===== src/rtl/adder_pkg.sv =====
// Shared arithmetic definitions: ADD/SUB mode encoding and pipeline stage-count derivation.
package adder_pkg;

    localparam logic ADD = 1'b0;
    localparam logic SUB = 1'b1;

    function automatic int stage_count(input int width, input int seg);
        return width / seg;
    endfunction

endpackage


===== src/rtl/adder_segment.sv =====
// SEG-bit combinational full-adder slice used as one stage of pipelined_addsub.
module adder_segment #(
    parameter int SEG = 8
) (
    input  logic [SEG-1:0] x,
    input  logic [SEG-1:0] y,
    input  logic           ci,
    output logic [SEG-1:0] s,
    output logic           co
);

    assign {co, s} = {1'b0, x} + {1'b0, y} + {{SEG{1'b0}}, ci};

endmodule


===== src/rtl/pipelined_addsub.sv =====
// Segment-pipelined add/sub with valid/ready flow control; one SEG-bit slice per stage.
// Optional feature: define ADDER_SAT_EN to saturate the result on signed overflow.
module pipelined_addsub
    import adder_pkg::*;
#(
    parameter int WIDTH = 32,
    parameter int SEG   = 8
) (
    input  logic             clk,
    input  logic             rst_n,
    input  logic             in_valid,
    output logic             in_ready,
    input  logic             sub,
    input  logic             cin,
    input  logic [WIDTH-1:0] a,
    input  logic [WIDTH-1:0] b,
    output logic             out_valid,
    input  logic             out_ready,
    output logic [WIDTH-1:0] sum,
    output logic             cout,
    output logic             ovf
);

    localparam int STAGES = stage_count(WIDTH, SEG);
    localparam int LAST   = STAGES - 1;
    localparam int MID    = (STAGES > 1) ? STAGES - 1 : 1;
    localparam int MSB    = WIDTH - 1;

    if ((SEG < 1) || ((WIDTH % SEG) != 0)) begin : g_bad_cfg
        $error("pipelined_addsub: WIDTH must be a non-zero multiple of SEG");
    end

    logic              advance;
    logic [STAGES:1]   vld_q;
    logic [STAGES:0]   vld_pipe;

    // Inter-stage registers: rank k holds the operands/partial sum leaving stage k.
    logic [WIDTH-1:0]  x_q [MID];
    logic [WIDTH-1:0]  y_q [MID];
    logic [WIDTH-1:0]  s_q [MID];
    logic              c_q [MID];

    logic [WIDTH-1:0]  st_x [STAGES];
    logic [WIDTH-1:0]  st_y [STAGES];
    logic [WIDTH-1:0]  st_s [STAGES];
    logic              st_c [STAGES];
    logic [WIDTH-1:0]  nx_s [STAGES];

    logic [STAGES-1:0][SEG-1:0] seg_s;
    logic [STAGES-1:0]          seg_co;

    logic [WIDTH-1:0]  fin_sum;
    logic              fin_ovf;

    assign advance   = !out_valid || out_ready;
    assign in_ready  = advance;
    assign vld_pipe  = {vld_q, in_valid};
    assign out_valid = vld_pipe[STAGES];

    always_comb begin
        st_x[0] = a;
        st_y[0] = (sub == SUB) ? ~b : b;
        st_s[0] = '0;
        st_c[0] = (sub == SUB) ? ~cin : cin;
        for (int k = 1; k < STAGES; k++) begin
            st_x[k] = x_q[k-1];
            st_y[k] = y_q[k-1];
            st_s[k] = s_q[k-1];
            st_c[k] = c_q[k-1];
        end
    end

    for (genvar k = 0; k < STAGES; k++) begin : g_seg
        adder_segment #(.SEG(SEG)) u_seg (
            .x  (st_x[k][k*SEG +: SEG]),
            .y  (st_y[k][k*SEG +: SEG]),
            .ci (st_c[k]),
            .s  (seg_s[k]),
            .co (seg_co[k])
        );
    end

    // Lower segments finished earlier ride along; this stage fills in its own slice.
    always_comb begin
        for (int k = 0; k < STAGES; k++) begin
            nx_s[k] = st_s[k];
            nx_s[k][k*SEG +: SEG] = seg_s[k];
        end
    end

    always_comb begin
        fin_ovf = (st_x[LAST][MSB] == st_y[LAST][MSB]) && (nx_s[LAST][MSB] != st_x[LAST][MSB]);
`ifdef ADDER_SAT_EN
        if (fin_ovf)
            fin_sum = st_x[LAST][MSB] ? {1'b1, {MSB{1'b0}}} : {1'b0, {MSB{1'b1}}};
        else
            fin_sum = nx_s[LAST];
`else
        fin_sum = nx_s[LAST];
`endif
    end

    // Whole pipeline freezes when the output is blocked; bubbles leave data ranks untouched.
    always_ff @(posedge clk or negedge rst_n) begin
        if (!rst_n) begin
            vld_q <= '0;
            sum   <= '0;
            cout  <= 1'b0;
            ovf   <= 1'b0;
            for (int k = 0; k < MID; k++) begin
                x_q[k] <= '0;
                y_q[k] <= '0;
                s_q[k] <= '0;
                c_q[k] <= 1'b0;
            end
        end else if (advance) begin
            vld_q <= vld_pipe[STAGES-1:0];
            for (int k = 0; k < STAGES - 1; k++) begin
                if (vld_pipe[k]) begin
                    x_q[k] <= st_x[k];
                    y_q[k] <= st_y[k];
                    s_q[k] <= nx_s[k];
                    c_q[k] <= seg_co[k];
                end
            end
            if (vld_pipe[LAST]) begin
                sum  <= fin_sum;
                cout <= seg_co[LAST];
                ovf  <= fin_ovf;
            end
        end
    end

endmodule


===== config.mk =====
export PLATFORM = sky130hd
export DESIGN_NAME = pipelined_addsub
export DESIGN_NICKNAME = d
export VERILOG_FILES = /design/src/rtl/adder_pkg.sv /design/src/rtl/adder_segment.sv /design/src/rtl/pipelined_addsub.sv
export SDC_FILE = /design/constraint.sdc
export NUM_CORES = 1
export LEC_CHECK = 0
export CAP_MARGIN = 20
export CORE_ASPECT_RATIO = 1.2
export CORE_MARGIN = 2
export CORE_UTILIZATION = 42
export DETAILED_ROUTE_END_ITERATION = 7
export PLACE_DENSITY = 0.65
export SYNTH_ARGS = -nofsm -noshare
export SYNTH_HDL_FRONTEND = slang
export SYNTH_HIERARCHICAL = 1
export SYNTH_SLANG_ARGS = --single-unit

===== constraint.sdc =====
create_clock -name clk -period 6.2 [get_ports clk]
set_input_delay 1.24 -clock clk [delete_from_list [all_inputs] [get_ports clk]]
set_output_delay 1.24 -clock clk [all_outputs]
set_load 0.1 [all_outputs]

## After elaboration in Yosys (flattened, before gate mapping)

Index checks and enable logic that the tools add are counted.

- Add/subtract/negate cells: 8
- Multipliers: 0
- Divide/modulo/power cells: 0
- Order comparisons: 0
- Eq/ne operators: 2
- Shift operators: 0
- Mux-type cells: 2
- Bitwise operators: 2
- Reductions and logical operators: 7

Operators with widths:

| cell | number |
|---|---|
| $add A8 B8 Y9 | 4 |
| $add A9 B1 Y9 | 4 |
| $mux W32 | 1 |
| $not A32 Y32 | 1 |
| $reduce_and A2 Y1 | 4 |
| $eq A1 B1 Y1 | 1 |
| $logic_and A1 B1 Y1 | 1 |
| $logic_not A1 Y1 | 1 |
| $logic_or A1 B1 Y1 | 1 |
| $mux W1 | 1 |
| $ne A1 B1 Y1 | 1 |
| $not A1 Y1 | 1 |

- Register bits after elaboration: 281
- Bits in latches: 0
- Bits in writable memories: 0
- ROM bits: 0
- Input bits: 70
- Output and inout bits: 36
- Word-level logic and storage cells: 37
- Memories kept: 0

## Longest topological paths before layout

Gate-level depths: netlist of run 1.

- Depth after elaboration: 4
- Depth in mapped cells: 9
- Gate-level depth less buffers: 8

## By module

Netlist of run 1, hierarchy kept.

Modules (own cells, without submodules):

| module | times used | cells each | area each (um2) | sequential area each (um2) |
|---|---|---|---|---|
| pipelined_addsub | 1 | 466 | 7201.9 | 4629.4 |
| adder_segment (g_seg[0].u_seg ...) | 2 | 40 | 331.6 | 0.0 |
| adder_segment (g_seg[2].u_seg ...) | 2 | 42 | 331.6 | 0.0 |

## Worst setup path after synthesis of run 1

OpenSTA, ideal clock, no wires.

- Kind: input to output
- From: in out_ready
- To: out in_ready
- Arrival: 2.463 ns
- Required time: 4.960 ns
- Setup slack: 2.497 ns
- Stages: 3
- Buffers on the path: 2
- Cell sequence: nand2b_4 -> buf_6 -> clkbuf_1

- Longest elaborated chain between the ends: 1

Ends and longest elaborated chain:

| element | line | source |
|---|---|---|
| start: declaration | pipelined_addsub.sv:18 | `input logic out_ready,` |
| $logic_or A1 B1 Y1 | pipelined_addsub.sv:55 | `assign advance = !out_valid \|\| out_ready;` |
| end: declaration | pipelined_addsub.sv:12 | `output logic in_ready,` |

Every way passes these cells.

## Worst setup path after layout of run 1

Same ends and word-level chain as after synthesis.

==> impl_metrics.py, run 1 <==
metrics = {
    "setup_path": {
        "critPathArrivalTime_ns": 3.35,
        "path_delay_family": "buffers and inverters",
        "cp_cell_sequence": "clkdlybuf4s50_1 -> nand2b_4 -> clkdlybuf4s50_1",
        "cpPeakStageDelay_ns": 1.22,
        "cpMaxStageDelayCell": "clkdlybuf4s50_1",
        "cp-end-kind": "primary output",
        "rr_worst_depth": 4,
        "r2r_setup_slack_ns": 3.83,
        "crit_buf_inv": 2,
        "critPathMaxFanout": 33,
        "criticalPathCategory": "in -> out",
        "worstPathRequired_ns": 4.96,
        "crit_path_start_kind": "input pin",
        "reg2reg_to": "nx_s[37]",
        "r2r-start": "vld_q[4]",
        "cpMostUsedCell": "clkdlybuf4s50_1",
    },
    "timing": {
        "timing.fmax_mhz": 218,
        "rsz0062_at_grt": "false",
        "finalMaxSlewViolations": 0,
        "setup_ws_ns": 1.61,
        "worst_pin_slew_ns": 1.07,
        "relSlewSlack_pct": 28.6,
        "period_share_pct": 74.1,
        "min_period_ns": 4.59,
        "fin_tns_setup_ns": 0,
        "hold_viol": 0,
        "finalSetupViolCount": 0,
        "fin_worst_skew_ns": 0.00798,
        "whs_ns": 0.503,
    },
    "routing": {
        "vias": 5197,
        "vias_per_cell": 5.16,
        "routedWlPerCell_um": 16.5,
        "wirelength_um": 16600,
        "drc_errors": 0,
        "postRouteAntennaNets": 0,
        "firstDrtPassIters": 4,
        "drt_iter0_drc": 254,
    },
    "cts": {
        "path_clk_slew_ns": 0.06,
        "cts_tree": "built",
        "root_buffer": "clkbuf_16",
        "h-tree-depth": 4,
        "clock_sinks": 185,
        "post-cts-setup-buffers": 0,
        "clock_path_buffers": 2,
        "hold_buffers": 0,
        "cts_buffers": 17,
        "cts_resized": 0,
        "insertion_delay_ns": 0.43,
    },
    "placement": {
        "io_buffers": 105,
        "place_congestion": 0.776,
        "hpwl_um": 11200,
        "pre_cts_ws_ns": 1.62,
    },
    "die": {
        "rows": 57,
        "io_pins": 106,
        "start_util_pct": 42.4,
        "design.core.area_um2": 20100,
        "dieArea_um2": 21500,
        "die_width_um": 134,
        "die_y_um": 160,
    },
    "synth": {
        "ys_ff_latch": 185,
        "synthArstFlopShare_pct": 100,
        "ys.flop_type": "dfrtp_1",
        "avgSynthCellArea_um2": 13.5,
        "syn-num-nets": 736,
        "synth-seq-area-share_pct": 54.3,
        "yosysWarnings": 6,
        "yosys-top-cells-count": "dfrtp_1, mux2_2, a21oi_1",
        "yosysMostFrequentCell": "dfrtp_1",
        "netlist_area_um2": 8530,
        "synth_area_leaders": "dfrtp_1, mux2_2, ha_1, a21oi_1, xnor2_1",
        "synth_largest_area_cell": "dfrtp_1",
        "syn_inst": 630,
        "synth_edf_count": 0,
        "synth.distinct_cells": 38,
        "yosysTopAreaCellShare_pct": 54.3,
    },
    "outcome": {
        "status": "complete, no violations",
    },
    "global_route": {
        "grt_pass1_vias": 5635,
        "gr-total-overflow": 0,
        "antenna_found_initial": 0,
        "grt_max_degree": 101,
        "grt_pass1_wl_um": 28000,
        "grt_util_all_layers_pct": 16.5,
    },
    "power_and_ir_drop": {
        "pwr_density_cell_nw_per_um2": 614,
        "fin_total_pwr_mw": 6.37,
        "leakagePower_nw": 4.30,
        "ir_drop_v": 0.000383,
    },
    "cells_and_area": {
        "nFillCells": 1748,
        "area_delta_synth_final_pct": 21.8,
        "multi_input_area_um2": 3680,
        "layout.nets": 835,
        "drive_above_1_share_pct": 27.8,
        "diodes": 0,
        "seq_area_um2": 4630,
    },
    "worst_hold_path": {
        "hold_class": "reg -> reg",
        "min_delay_path_depth": 1,
        "worst_hold_path.endpoint": "st_y[30]",
        "worstHoldStart": "st_y[62]",
    },
    "job": {
        "maxCapViolations": 0,
    },
}
==> cell usage in the layout, fill, tap and decap left out, types with 3 or more instances in the layout <==
cell type        instances
nand3_1                  8
mux2_2                 154
clkbuf_8                 3
inv_2                    4
nand2b_1                 3
clkdlybuf4s50_1        103
nor4_1                   4
nor3_1                   6
nand2_2                  3
mux2_4                   4
o21ai_0                  6
xnor2_1                 32
inv_1                   10
o21bai_1                 4
nor2b_1                  6
ha_1                    28
a21o_1                   8
clkbuf_16               17
fa_1                     8
xor2_1                  17
nand2_1                 12
clkbuf_1                 3
nor2_1                   4
a21oi_1                 66
a311o_1                  8
dfrtp_1                185
==> routing by layer <==
layer | wire [um] | global-route usage, %
met4 | 255 | 5.79
met1 | 7220 | 20.4
met2 | 8610 | 28.5
met5 | 0 | 0
met3 | 553 | 3.52
==> layout make-up <==
class	instances	share of cell area, %
clock buffer	23	4.60
clock inverter	9	1.10
inverter	14	0.506
multi-input combinational	402	35.4
sequential	185	44.6
tap	265	3.19
timing repair buffer	109	10.6
==> state kept, by name (all words and copies together), names as in the netlist <==
name     flops
st_x        48
c_q          3
st_y        48
sum         32
vld_q        4
nx_s        24
ovf          1
fin_sum     24
cout         1
==> cells by family (layout without fill, tap and decap cells) <==
| family | Yosys count | after routing | share of synthesized area [%] |
|---|---|---|---|
| DFF | 185 | 185 | 54.3 |
| muxes | 160 | 160 | 21.3 |
| AOI/OAI and AO/OA | 105 | 105 | 7.53 |
| and+or+nand+nor | 52 | 52 | 3.20 |
| xor gates and xnor gates | 49 | 49 | 5.03 |
| buffers and inverters | 43 | 155 | 2.70 |
| adders and majority gates | 36 | 36 | 5.99 |
==> where the power goes <==
| part | internal, mW | total, mW | switching [mW] |
|---|---|---|---|
| combinational | 1.32 | 3.20 | 1.88 |
| sequential | 1.77 | 2.08 | 0.311 |
| clock | 0.630 | 1.09 | 0.458 |
==> stage by stage <==
stage	cell area, um2	cells	util, %
6_report	10400	1007	51.6
5_1_grt	10400	1007	51.6
4_1_cts	10400	1007	51.6
3_5_place_dp	9790	975	48.7
3_3_place_gp	9770	974	48.6
2_1_floorplan	8530	630	-
==> worst reg2reg max path, cell delays in order, from the launching register on <==
cell and delay, ns:
dfrtp_1 0.48, nand2b_4 0.29, nand2_2 0.64, buf_4 0.46
mux2_2 0.40
==> worst max path at each step <==
| stage | from | end | depth (start not counted) |
|---|---|---|---|
| after floorplan | out_ready | in_ready | 3 |
| after global placement | out_ready | in_ready | 3 |
| after detailed placement | out_ready | in_ready | 3 |
| after CTS | out_ready | in_ready | 3 |
| after global routing | out_ready | in_ready | 3 |
| final | out_ready | in_ready | 3 |
Power figures use the tool's default switching activity.
==> inputs of run 2 (changes only) <==
--- a/config.mk
+++ b/config.mk
@@ -10,7 +10,7 @@
 export CORE_MARGIN = 2
 export CORE_UTILIZATION = 42
 export DETAILED_ROUTE_END_ITERATION = 7
-export PLACE_DENSITY = 0.65
+export PLACE_DENSITY = 0.68
 export SYNTH_ARGS = -nofsm -noshare
 export SYNTH_HDL_FRONTEND = slang
 export SYNTH_HIERARCHICAL = 1
==> constraint.sdc (replaced) <==
create_clock -name clk -period 4.2 [get_ports clk]
set_input_delay 0.84 -clock clk [delete_from_list [all_inputs] [get_ports clk]]
set_output_delay 0.84 -clock clk [all_outputs]
set_load 0.1 [all_outputs]
==> impl_metrics.py, run 2 (synthesis results as in run 1) <==
metrics = {
    "outcome": {
        "status": "complete, no violations",
    },
    "placement": {
        "place_congestion": 0.858,
        "io_buffers": 105,
        "dpl.cell_count": 978,
        "hpwl_um": 11400,
    },
    "timing": {
        "finalSetupViolCount": 0,
        "period_share_pct": 70.5,
        "fin_tns_setup_ns": 0,
        "relSlewSlack_pct": 34.8,
        "timing.fmax_mhz": 338,
        "hold_viol": 0,
        "worst_pin_slew_ns": 0.976,
        "finalMaxSlewViolations": 0,
        "fin_worst_skew_ns": 0.00921,
        "min_period_ns": 2.96,
        "whs_ns": 0.457,
        "rsz0062_at_grt": "false",
    },
    "setup_path": {
        "critPathMaxFanout": 2,
        "worstPathRequired_ns": 3.36,
        "r2r_setup_slack_ns": 1.83,
        "cpMaxStageDelayCell": "clkdlybuf4s50_1",
        "path_delay_family": "buffers and inverters",
        "crit_path_start_kind": "flop",
        "critPathArrivalTime_ns": 2.12,
        "cp_cell_sequence": "clkdlybuf4s50_1",
        "criticalPathCategory": "reg -> out",
        "cpPeakStageDelay_ns": 1.19,
        "cp-end-kind": "primary output",
        "crit_buf_inv": 1,
    },
    "routing": {
        "vias_per_cell": 5.13,
        "firstDrtPassIters": 4,
        "drt_iter0_drc": 244,
        "routedWlPerCell_um": 16.6,
        "drc_errors": 0,
        "vias": 5183,
        "postRouteAntennaNets": 0,
        "wirelength_um": 16700,
    },
    "cells_and_area": {
        "drive_above_1_share_pct": 28.3,
        "multi_input_area_um2": 3680,
        "diodes": 0,
        "final_common_cell": "dfrtp_1",
        "final_cell_mix": "dfrtp_1, mux2_2, clkdlybuf4s50_1, a21oi_1, xnor2_1",
        "instances_no_fill": 1010,
        "area_delta_synth_final_pct": 21.9,
        "nFillCells": 1725,
        "seq_area_um2": 4630,
        "layout.nets": 838,
    },
    "die": {
        "rows": 57,
        "start_util_pct": 42.4,
        "die_width_um": 134,
        "die_y_um": 160,
        "design.core.area_um2": 20100,
        "io_pins": 106,
        "dieArea_um2": 21500,
    },
    "cts": {
        "clock_sinks": 185,
        "post-cts-setup-buffers": 0,
        "cts_buffers": 17,
        "h-tree-depth": 4,
        "cts_resized": 0,
        "hold_buffers": 0,
        "root_buffer": "clkbuf_16",
        "path_clk_slew_ns": 0.06,
        "clock_path_buffers": 2,
        "cts_tree": "built",
        "insertion_delay_ns": 0.43,
    },
    "global_route": {
        "gr-total-overflow": 0,
        "grt_pass1_wl_um": 28200,
        "antenna_found_initial": 0,
        "grt_pass1_vias": 5529,
        "grt_max_degree": 85,
        "grt_util_all_layers_pct": 16.6,
    },
    "power_and_ir_drop": {
        "pwr_density_cell_nw_per_um2": 903,
        "ir_drop_v": 0.000411,
        "leakagePower_nw": 4.32,
    },
    "worst_hold_path": {
        "hold_class": "in -> async",
    },
    "job": {
        "maxCapViolations": 0,
    },
}
==> run 2: changes by cell type in the layout (fill, tap and decap cells not counted), sizes merged <==
cell,previous run,this run
clkdlybuf4s50,103,102
clkbuf,23,24
buf,6,10
bufinv,2,1
==> run 2: per-layer routing <==
metal	wire, um	up-vias	global-route usage [%]
li1	-	2448	-
met1	7580	2627	21.7
met2	8460	87	27.9
met3	441	21	3.33
met4	257	0	5.17
met5	0	-	0
==> run 2: worst register-to-register path: stages (launching register included) <==
cell	delay (ns)
dfrtp_1	0.41
fa_1	0.50
fa_1	0.44
a21oi_1	0.27
nor2_1	0.10
nor2_1	0.15
o21ai_0	0.13
mux2_2	0.27
==> run 2: path summary, 6_finish.rpt <==
path                       startpoint         to  cells after the start
max in group asynchronous       rst_n   st_x[82]                      2
max reg2reg                  st_y[48]     c_q[0]                      7
min                             rst_n   st_x[83]                      1
max                          vld_q[4]  out_valid                      1
min reg2reg                  st_y[57]   st_y[25]                      1
min in group clk             st_y[57]   st_y[25]                      1
==> run 2: area by class of cell <==
class                   instances  share of cell area (%)
clock inverters                 8                   0.818
inverters                      14                   0.505
flip-flops and latches        185                    44.5
well taps                     265                    3.19
clock buffers                  24                    4.82
multi-input cells             402                    35.4
repair buffers                112                    10.8
==> run 2: metrics by stage <==
stage	instance area [um2]	util (%)	power, mW	worst slack, ns
detailed placement	9810	48.8	7.86	0.947
floorplan	8530	-	6.76	1.19
CTS	10400	51.7	9.47	1.23
finish	10400	51.7	9.39	1.24
global route	10400	51.7	9.98	1.21
global placement	9810	48.8	7.69	1.01
==> run 2: report_power, final <==
| group | switching, mW | total [mW] | leakage, nW | internal [mW] |
|---|---|---|---|---|
| combinational | 2.78 | 4.73 | 1.90 | 1.95 |
| clock | 0.669 | 1.57 | 0.283 | 0.902 |
| sequential | 0.472 | 3.09 | 2.14 | 2.62 |
==> inputs of run 3 (changes only) <==
--- a/config.mk
+++ b/config.mk
@@ -10,7 +10,7 @@
 export CORE_MARGIN = 2
 export CORE_UTILIZATION = 42
 export DETAILED_ROUTE_END_ITERATION = 7
-export PLACE_DENSITY = 0.68
+export PLACE_DENSITY = 0.65
 export SYNTH_ARGS = -nofsm -noshare
 export SYNTH_HDL_FRONTEND = slang
 export SYNTH_HIERARCHICAL = 1
==> constraint.sdc (replaced) <==
create_clock -name clk -period 2.9 [get_ports clk]
set_input_delay 0.58 -clock clk [delete_from_list [all_inputs] [get_ports clk]]
set_output_delay 0.58 -clock clk [all_outputs]
set_load 0.1 [all_outputs]
==> impl_metrics.py, run 3 (synthesis results as in run 1) <==
metrics = {
    "cts": {
        "path_clk_slew_ns": 0.07,
        "clock_sinks": 185,
        "insertion_delay_ns": 0.43,
        "h-tree-depth": 4,
        "root_buffer": "clkbuf_16",
        "cts_resized": 0,
        "cts_tree": "built",
        "cts_buffers": 17,
        "post-cts-setup-buffers": 0,
        "hold_buffers": 0,
        "clock_path_buffers": 2,
    },
    "timing": {
        "timing.fmax_mhz": 395,
        "rsz0062_at_grt": "false",
        "min_period_ns": 2.53,
        "finalSetupViolCount": 0,
        "period_share_pct": 87.4,
        "finalMaxSlewViolations": 0,
        "worst_pin_slew_ns": 0.573,
        "setup_ws_ns": 0.366,
        "hold_viol": 0,
        "relSlewSlack_pct": 61.8,
        "fin_worst_skew_ns": 0.00712,
    },
    "placement": {
        "place_congestion": 0.817,
        "io_buffers": 105,
        "placed_cell_area_um2": 9870,
        "pre_cts_ws_ns": -0.0721,
        "hpwl_um": 12100,
    },
    "power_and_ir_drop": {
        "fin_total_pwr_mw": 13.8,
        "pwr_density_cell_nw_per_um2": 1320,
        "leakagePower_nw": 4.44,
        "ir_drop_v": 0.000697,
    },
    "setup_path": {
        "critical_path_depth": 8,
        "crit_path_start_kind": "input pin",
        "worstPathRequired_ns": 3.22,
        "r2r-start": "st_y[48]",
        "cp-endpoint": "c_q[2]",
        "crit_buf_inv": 1,
        "crit_start": "b[0]",
        "critPathMaxFanout": 2,
        "path_delay_family": "adder cells",
        "criticalPathCategory": "in -> reg",
        "reg2reg_to": "c_q[0]",
        "rr_worst_depth": 7,
        "cpMaxStageDelayCell": "fa_1",
        "cp_cell_sequence": "clkdlybuf4s50_1 -> xor2_1 -> fa_1 -> fa_1 -> a21oi_1 -> o21a_1 -> o21ai_0 -> mux2_2",
        "cpPeakStageDelay_ns": 0.48,
        "r2r_setup_slack_ns": 0.56,
        "cp-end-kind": "flop",
        "cpMostUsedCell": "fa_1",
        "critPathArrivalTime_ns": 2.85,
    },
    "global_route": {
        "grt_pass1_vias": 5787,
        "grt_max_degree": 60,
        "grt_util_all_layers_pct": 17.4,
        "antenna_found_initial": 0,
        "gr-total-overflow": 0,
        "grt_pass1_wl_um": 29300,
    },
    "cells_and_area": {
        "finalInstanceArea_um2": 10500,
        "final_common_cell": "dfrtp_1",
        "area_delta_synth_final_pct": 23.0,
        "diodes": 0,
        "drive_above_1_share_pct": 33.9,
        "layout.nets": 848,
        "final_cell_mix": "dfrtp_1, mux2_2, clkdlybuf4s50_1, a21oi_1, buf_4",
    },
    "die": {
        "io_pins": 106,
        "design.core.area_um2": 20100,
        "die_y_um": 160,
        "start_util_pct": 42.4,
        "dieArea_um2": 21500,
        "die_width_um": 134,
        "rows": 57,
    },
    "worst_hold_path": {
        "hold_class": "in -> async",
    },
    "job": {
        "maxCapViolations": 0,
    },
    "outcome": {
        "status": "complete, no violations",
    },
    "routing": {
        "vias_per_cell": 5.17,
        "routedWlPerCell_um": 17.1,
        "firstDrtPassIters": 4,
        "drt_iter0_drc": 226,
        "vias": 5261,
        "postRouteAntennaNets": 0,
        "drc_errors": 0,
        "wirelength_um": 17400,
    },
}
-- run 3: per-layer routing --
layer	up-vias	part of all wire, %	track usage, %
met1	2655	43	22.1
met3	39	3.0	2.92
met4	0	2.7	7.46
met2	101	52	29.3
met5	-	0	0
li1	2466	-	-
-- run 3: final cells by class --
class	count	area, um2
repair buffers	122	1180
clock buffers	19	443
clock inverters	11	171
multi-input cells	402	3680
fillers	1715	9620
flip-flops and latches	185	4630
inverters	14	52.6
well taps	265	332
-- run 3: how the worst min path moves through the flow --
stage | from | to | slack [ns] | depth (start not counted)
global route | rst_n | sum[5] | 0.17 | 1
floorplan | rst_n | c_q[0] | 0.28 | 0
global placement | vld_q[3] | vld_q[4] | 0.47 | 2
CTS | rst_n | sum[5] | 0.13 | 1
detailed placement | vld_q[3] | vld_q[4] | 0.48 | 2
finish | rst_n | sum[5] | 0.12 | 1
-- run 3: worst register-to-register path, stage by stage (launching register included) --
cell	delay, ns
dfrtp_1	0.40
fa_1	0.50
fa_1	0.45
a21oi_1	0.24
nor2_1	0.07
nor2_1	0.15
o21ai_0	0.14
mux2_2	0.27
-- run 3: metrics by stage --
step	std cells	TNS [ns]	hold slack [ns]	utilization [%]
floorplan	630	0	0.284	-
global placement	988	-0.0334	0.470	49.1
detailed placement	988	-0.157	0.481	49.1
CTS	1018	0	0.132	52.2
global route	1018	0	0.166	52.2
finish	1018	0	0.120	52.2
-- run 3: where the power goes --
part / switching, mW / total [mW] / internal, mW / leakage [nW]
clock network: 0.972 / 2.43 / 1.46 / 0.295
logic: 4.07 / 6.90 / 2.82 / 2.01
registers: 0.680 / 4.47 / 3.79 / 2.14
